### src/rtl/fir_coeff_sequencer.sv
// fir_coeff_sequencer: loads a tap set over valid/ready and swaps it into the FIR atomically on a sample boundary
module fir_coeff_sequencer #(
    parameter int N = 4,
    parameter int COEFF_WIDTH = 8,
    parameter logic [N*COEFF_WIDTH-1:0] RESET_COEFFS = '0
) (
    input  logic                     clk,
    input  logic                     rst_n,
    input  logic                     start,
    input  logic                     abort,
    input  logic [COEFF_WIDTH-1:0]   coeff_in,
    input  logic                     coeff_valid,
    output logic                     coeff_ready,
    input  logic                     sample_en,
    output logic [N*COEFF_WIDTH-1:0] packed_coeffs,
    output logic                     busy,
    output logic                     updated,
    output logic [$clog2(N+1)-1:0]   coeff_count
);
    localparam int CW = $clog2(N+1);
    localparam logic [1:0] IDLE = 2'd0, LOAD = 2'd1, ARMED = 2'd2;
    logic [1:0] state;
    logic [N*COEFF_WIDTH-1:0] shadow;
    assign coeff_ready = state == LOAD;
    assign busy = state != IDLE;
    // Sequencer: abort beats transfer and swap; the active set only ever takes a whole shadow set
    always_ff @(posedge clk or negedge rst_n) begin
        if (!rst_n) begin
            state <= IDLE;
            packed_coeffs <= RESET_COEFFS;
            shadow <= '0;
            coeff_count <= '0;
            updated <= 1'b0;
        end else begin
            updated <= 1'b0;
            if (abort) begin
                if (state != IDLE) begin
                    state <= IDLE;
                    shadow <= '0;
                end
            end else begin
                case (state)
                    IDLE: if (start) begin
                        state <= LOAD;
                        coeff_count <= '0;
                    end
                    LOAD: if (coeff_valid) begin
                        shadow[(N-int'(coeff_count))*COEFF_WIDTH-1 -: COEFF_WIDTH] <= coeff_in;
                        coeff_count <= coeff_count + CW'(1);
                        if (coeff_count == CW'(N-1)) state <= ARMED;
                    end
                    ARMED: if (sample_en) begin
                        packed_coeffs <= shadow;
                        updated <= 1'b1;
                        state <= IDLE;
                    end
                    default: state <= IDLE;
                endcase
            end
        end
    end
endmodule

### config.mk
export PLATFORM = sky130hd
export DESIGN_NAME = fir_coeff_sequencer
export DESIGN_NICKNAME = d
export VERILOG_FILES = /design/src/rtl/fir_coeff_sequencer.sv
export SDC_FILE = /design/constraint.sdc
export NUM_CORES = 1
export LEC_CHECK = 0
export ABC_AREA = 1
export CAP_MARGIN = 20
export CORE_AREA = 4 4 80 82
export DETAILED_ROUTE_END_ITERATION = 10
export DIE_AREA = 0 0 84 86
export PLACE_DENSITY = 0.87
export SLEW_MARGIN = 20
export SYNTH_ARGS = -nofsm -noshare
export SYNTH_HDL_FRONTEND = slang
export SYNTH_SLANG_ARGS = --single-unit
### constraint.sdc
create_clock -name clk -period 5.3 [get_ports clk]
set_input_delay 1.06 -clock clk [delete_from_list [all_inputs] [get_ports clk]]
set_output_delay 1.06 -clock clk [all_outputs]
set_load 0.05 [all_outputs]
==> flow_summary.json <==
{
  "min_period_ps": 3190,
  "synthToLayoutAreaGrowth_pct": 22.3,
  "worstPathArrival_ps": 3480,
  "cts_made_buffers": 9,
  "hpwl_um": 4640,
  "multiInputGateArea_um2": 1170,
  "syn_inst": 361,
  "drv_slew": 0,
  "post-cts-setup-buffer-count": 0,
  "diodes": 0,
  "hold_class": "flop to flop",
  "tns_ps": 0,
  "regToRegEndpoint": "shadow[16]$_DFFE_PN0P_",
  "hold_viol_final": 0,
  "postSynthAreaPerCell_um2": 8.72,
  "finalCritPeriodShare_pct": 60.3,
  "finalSetupViolCount": 0,
  "chipWidth_um": 84,
  "synth_top_area_share_pct": 55.6,
  "yosys_warnings": 0,
  "grt_pass1_vias": 2521,
  "gr-total-overflow": 0,
  "syn-num-nets": 382,
  "cp-start-kind": "primary input",
  "clock_latency_ps": 350,
  "path_clk_slew_ps": 70,
  "worst_slew_pin_slew_ps": 845,
  "cts-root-buf": "clkbuf_8",
  "rows": 28,
  "cts_hold_buf": 0,
  "synth_area_leaders": "dfrtp_1 56%, nand2_1 15%, inv_1 4.4%",
  "fillers": 442,
  "drc_errors": 0,
  "cp_max_fo": 49,
  "timing.rr.start": "coeff_count[0]$_DFFE_PN0P_",
  "routabilityCongestion": 0.860,
  "grt_max_degree": 71,
  "max_slew_margin_pct": 43.7,
  "core-area_um2": 5750,
  "crit_required_ps": 5580,
  "die_y_um": 86,
  "clockBufferDepth": 2,
  "seq_area_um2": 1750,
  "netlist_area_um2": 3150,
  "power_mw": 1.90,
  "fmax_ghz": 0.313,
  "r2r_slack_ps": 2390,
  "grt_pass1_wl_um": 11600,
  "fin_ws_ps": 2110,
  "htreeDepth": 3,
  "dr.pass1.iters": 5,
  "drt_wl_total_um": 6870,
  "hp-start": "shadow[28]$_DFFE_PN0P_",
  "die-area_um2": 7220,
  "critical_path_class": "primary input to flop",
  "start_util_pct": 54.8,
  "antenna_found_initial": 0,
  "fin_nets": 434,
  "rsz0062_at_grt": "no",
  "ctsResizeCount": 0,
  "cts_sinks": 70,
  "ys_seq_area_share_pct": 55.6,
  "layout-drive-gt1-share_pct": 8.89,
  "power.density_cell_area_nw_per_um2": 494,
  "final_core_util_pct": 67.0,
  "whs_path_depth": 2,
  "track_usage_pct": 20.4,
  "io_buffers": 51,
  "p_leak_nw": 1.93,
  "fin_skew_ps": 5.24,
  "end_kind": "flop",
  "holdPathEnd": "packed_coeffs[28]$_DFFE_PN0P_",
  "vias": 2585,
  "vdd_drop_max_v": 0.000249,
  "synth.distinct_cells": 24,
  "ys_ff_latch": 70,
  "cap_violations": 0,
  "pre_cts_ws_ps": 1780,
  "status": "finished clean",
  "synth_top_cell_by_area": "dfrtp_1",
  "vias_per_cell": 5.26,
  "r2r_cells": 11,
  "drt_iter0_drc": 189,
  "ios": 52,
  "antenna_left": 0,
  "wl_per_cell_um": 14.0,
  "cts_tree": "built"
}
==> synthesized netlist by cell type <==
cell / instances
ha_1: 7
a21oi_1: 2
nor2_2: 1
o22ai_1: 16
inv_4: 1
nor3_1: 1
buf_4: 3
nand4_1: 17
nand3_1: 10
buf_6: 1
xnor2_1: 1
inv_1: 37
nand2_2: 7
buf_2: 6
a21oi_4: 2
nor2_1: 23
clkbuf_1: 1
nor2_4: 1
inv_2: 4
o21ai_0: 20
dfrtp_1: 70
nand2_4: 2
nand3_2: 3
nand2_1: 125
==> how the worst max path moves through the flow <==
stage                                from                            end  slack (ps)
2_1_floorplan  coeff_count[0]$_DFFE_PN0P_         shadow[24]$_DFFE_PN0P_        2590
3_3_place_gp                        abort   packed_coeffs[8]$_DFFE_PN0P_        1870
3_5_place_dp                        abort  packed_coeffs[31]$_DFFE_PN0P_        1780
4_1_cts                             abort  packed_coeffs[14]$_DFFE_PN0P_        2090
5_1_grt                             abort  packed_coeffs[10]$_DFFE_PN0P_        1840
6_report                            abort  packed_coeffs[14]$_DFFE_PN0P_        2110
==> through the flow <==
stage | area [um^2] | hold slack [ps] | std cells
2_1_floorplan | 3150 | 442 | 361
3_3_place_gp | 3690 | 459 | 477
3_5_place_dp | 3690 | 463 | 477
4_1_cts | 3850 | 480 | 491
5_1_grt | 3850 | 500 | 491
6_report | 3850 | 478 | 491
==> flip-flops by register name, summed over array words and instances (netlist names) <==
| name | flops |
|---|---|
| updated | 1 |
| coeff_count | 3 |
| shadow | 32 |
| packed_coeffs | 32 |
| state | 2 |
==> placed cells by master, fill, tap and decap left out, drive strengths merged <==
master         netlist  layout
a21oi                4       4
buf                 10       2
clkbuf               1      10
clkdlybuf4s50        0      50
clkinv               0       2
clkinvlp             0       2
dfrtp               70      70
ha                   7       7
inv                 42      42
nand2              134     134
nand3               13      13
nand4               17      17
nor2                25      25
nor3                 1       1
o21ai               20      20
o22ai               16      16
xnor2                1       1
==> cell type report <==
cell class,count,share of cell area [%]
Sequential cell,70,45.5
Timing Repair Buffer,52,13.3
Clock buffer,10,3.57
Multi-Input combinational cell,238,30.4
Clock inverter,4,0.650
Inverter,42,4.16
Tap cell,75,2.44
==> cell families (layout without fill, tap and decap cells) <==
group | after synthesis | count (layout) | synth area share (%)
xor gates and xnor gates | 1 | 1 | 0.278
buffers and inverters | 53 | 108 | 7.23
AOI/OAI and AO/OA | 40 | 40 | 7.71
adders and majority gates | 7 | 7 | 2.78
and+or+nand+nor | 190 | 190 | 26.4
DFF | 70 | 70 | 55.6
==> critical path, cell delays in order <==
cell	delay, ps
clkdlybuf4s50_1	520
inv_2	410
nand3_2	740
inv_2	520
nand2_1	110
nand2_1	90
==> routing by layer <==
metal  track usage, %  vias to the layer above  part of all wire (%)
li1                 -                     1257                     -
met1             25.7                     1207                    43
met2             33.6                      104                    48
met3             5.38                       17                   6.2
met4             8.33                        0                   2.3
met5                0                        -                     0
==> where the power goes <==
group          internal (mW)  switching (mW)  leakage (nW)
clock                  0.175           0.194        0.0800
combinational          0.245           0.551         0.885
sequential             0.663          0.0757         0.964
total                   1.08           0.821          1.93
Note: power is estimated with default switching activity, not from simulation.
==> patch, RTL diff (config.mk and constraints unchanged) <==
`COEFF_WIDTH`: 8 -> 6.
--- a/src/rtl/fir_coeff_sequencer.sv
+++ b/src/rtl/fir_coeff_sequencer.sv
@@ -1,7 +1,7 @@
 // fir_coeff_sequencer: loads a tap set over valid/ready and swaps it into the FIR atomically on a sample boundary
 module fir_coeff_sequencer #(
     parameter int N = 4,
-    parameter int COEFF_WIDTH = 8,
+    parameter int COEFF_WIDTH = 6,
     parameter logic [N*COEFF_WIDTH-1:0] RESET_COEFFS = '0
 ) (
     input  logic                     clk,
Interface: changed (resized coeff_in and packed_coeffs); port bits go from 52 to 42. No check against the original RTL was run, so the function may have changed too.
==> patch against the original RTL <==
Worst setup slack got worse by 1.6 ns; wire length up 16%; utilization rose by 2.3 points; sequential cell count is 16 lower; area after synthesis is 8.2% higher; final area increased by 3.4%; worst hold slack gained 0.0048 ns; critical endpoint is now shadow[5]$_DFFE_PN0P_; highest routed layer unchanged.
Power is not shown: default switching activity piles up to over one toggle a cycle in this logic, so the estimate is an artifact.
==> patch: results (changes against the original RTL) <==
| Metric | Value |
|---|---|
| First-pass GRT wire length | `14,060 um (+22%)` |
| DP Area | `3866 um2 (+4.8%)` |
| # nets final | `527 (+21%)` |
| H-tree depth | `2 (-1)` |
| Seq/Total Area, Yosys | `0.3965 (-0.1597)` |
| Final worst path period share | `0.9028 (+0.3000)` |
| Crit-path leading delay family | `simple AND/OR/NAND/NOR gates` |
| Register-to-Register Path Depth | `30 (+19)` |
| Max_slew headroom | `0.5566 (+0.1200)` |
| Post-CTS Setup Bufs | `0 (unchanged)` |
| Via density | `5.296 (+0.60%)` |
| Worst Clk Skew | `0.007777 ns (+0.002533 ns)` |
| Synth Net Count | `488 (+28%)` |
| Area contributors post-synth | `dfrtp_1 40%, nand2_1 20%, ha_1 5.9%` |
| GP Congestion | `0.9625 (+12%)` |
| TritonRoute pass-1 iters | `4 (-1)` |
| Largest net degree at the start of global routing | `55 (-23%)` |
| Top Registers | `packed_coeffs x24, shadow x24, coeff_count x3` |
| Routed wire length | `7994 um (+16%)` |
| CTS clk-pin slew, worst paths | `0.11 ns (+0.04 ns)` |
| Slowest cell delay on critical path | `0.60 ns (-0.14 ns)` |
| Reg2reg setup slack | `0.52 ns (-1.87 ns)` |
| Run status | `completed` |
| Clk root buf | `clkbuf_8` |
| CP Max Fanout | `14 (-71%)` |
| Vias in the first global route | `2,989 (+19%)` |
| Initial antenna violation count | `0 (unchanged)` |
| Dpl hpwl | `6119 um (+32%)` |
| GRT Total Usage | `0.2381 (+0.03452)` |
| Max Cap Viol | `0 (unchanged)` |
| Post-synth cell types | `40 (+67%)` |
| Worst Hold End | `packed_coeffs[12]$_DFFE_PN0P_` |
| Reg2reg end | `shadow[5]$_DFFE_PN0P_` |
| Hold Crit Start | `shadow[12]$_DFFE_PN0P_` |
| Port bufs | `41 (-20%)` |
| Commonest cells post-synth | `185 x nand2_1, 54 x dfrtp_1, 33 x inv_1` |
| CP max-delay cell | `dfrtp_1` |
| Worst Path Arrival | `5.00 ns (+1.52 ns)` |
| Fraction of final layout cells sized beyond drive strength 1 | `0.1202 (+0.03130)` |
| Fillers | `506 (+14%)` |
| Clock buffer count from CTS | `5 (-4)` |
| Worst skew pair latency | `0.31 ns (-0.04 ns)` |
| 1st-iter DRT viols | `194 (+2.6%)` |
## patch: per-stage QoR
step	std cells	hold WS [ns]	setup WS [ns]
after floorplan	459	0.4422	0.8042
after global placement	566	0.4550	0.8084
after detailed placement	566	0.4590	0.5947
after CTS	574	0.4839	0.5466
after global routing	574	0.4982	0.1195
final	574	0.4826	0.5153
## patch: area by class of cell
cell class                      instances  area (um2)  area share
Clock buffer                            5       68.82     0.01728
Clock inverter                          3       47.55     0.01194
Inverter                               45       173.9     0.04367
Multi-Input combinational cell        347        1812      0.4549
Sequential cell                        54        1351      0.3393
Tap cell                               75       93.84     0.02356
Timing Repair Buffer                   45       435.4      0.1093
## patch: cell families after synthesis
| family | synth area share |
|---|---|
| AND/OR/NAND/NOR | 0.3792 |
| buffers and inverters | 0.07195 |
| flip-flops | 0.3965 |
| AO/OA/AOI/OAI | 0.08773 |
| adder cells (fa/ha/maj) | 0.06461 |
## patch: worst max path at each step
stage	startpoint	endpoint	slack, ns	depth (start not counted)
floorplan	coeff_count[0]$_DFFE_PN0P_	shadow[21]$_DFFE_PN0P_	0.80	30
global placement	coeff_count[0]$_DFFE_PN0P_	shadow[20]$_DFFE_PN0P_	0.81	30
detailed placement	coeff_count[0]$_DFFE_PN0P_	shadow[21]$_DFFE_PN0P_	0.59	30
CTS	coeff_count[0]$_DFFE_PN0P_	shadow[5]$_DFFE_PN0P_	0.55	30
global route	coeff_count[0]$_DFFE_PN0P_	shadow[6]$_DFFE_PN0P_	0.12	30
finish	coeff_count[0]$_DFFE_PN0P_	shadow[5]$_DFFE_PN0P_	0.52	30
## patch: layer usage
| layer | share of wire | track usage |
|---|---|---|
| met1 | 0.46 | 0.3112 |
| met2 | 0.49 | 0.4223 |
| met3 | 0.042 | 0.02978 |
| met4 | 0.015 | 0.05994 |
| met5 | 0 | 0 |
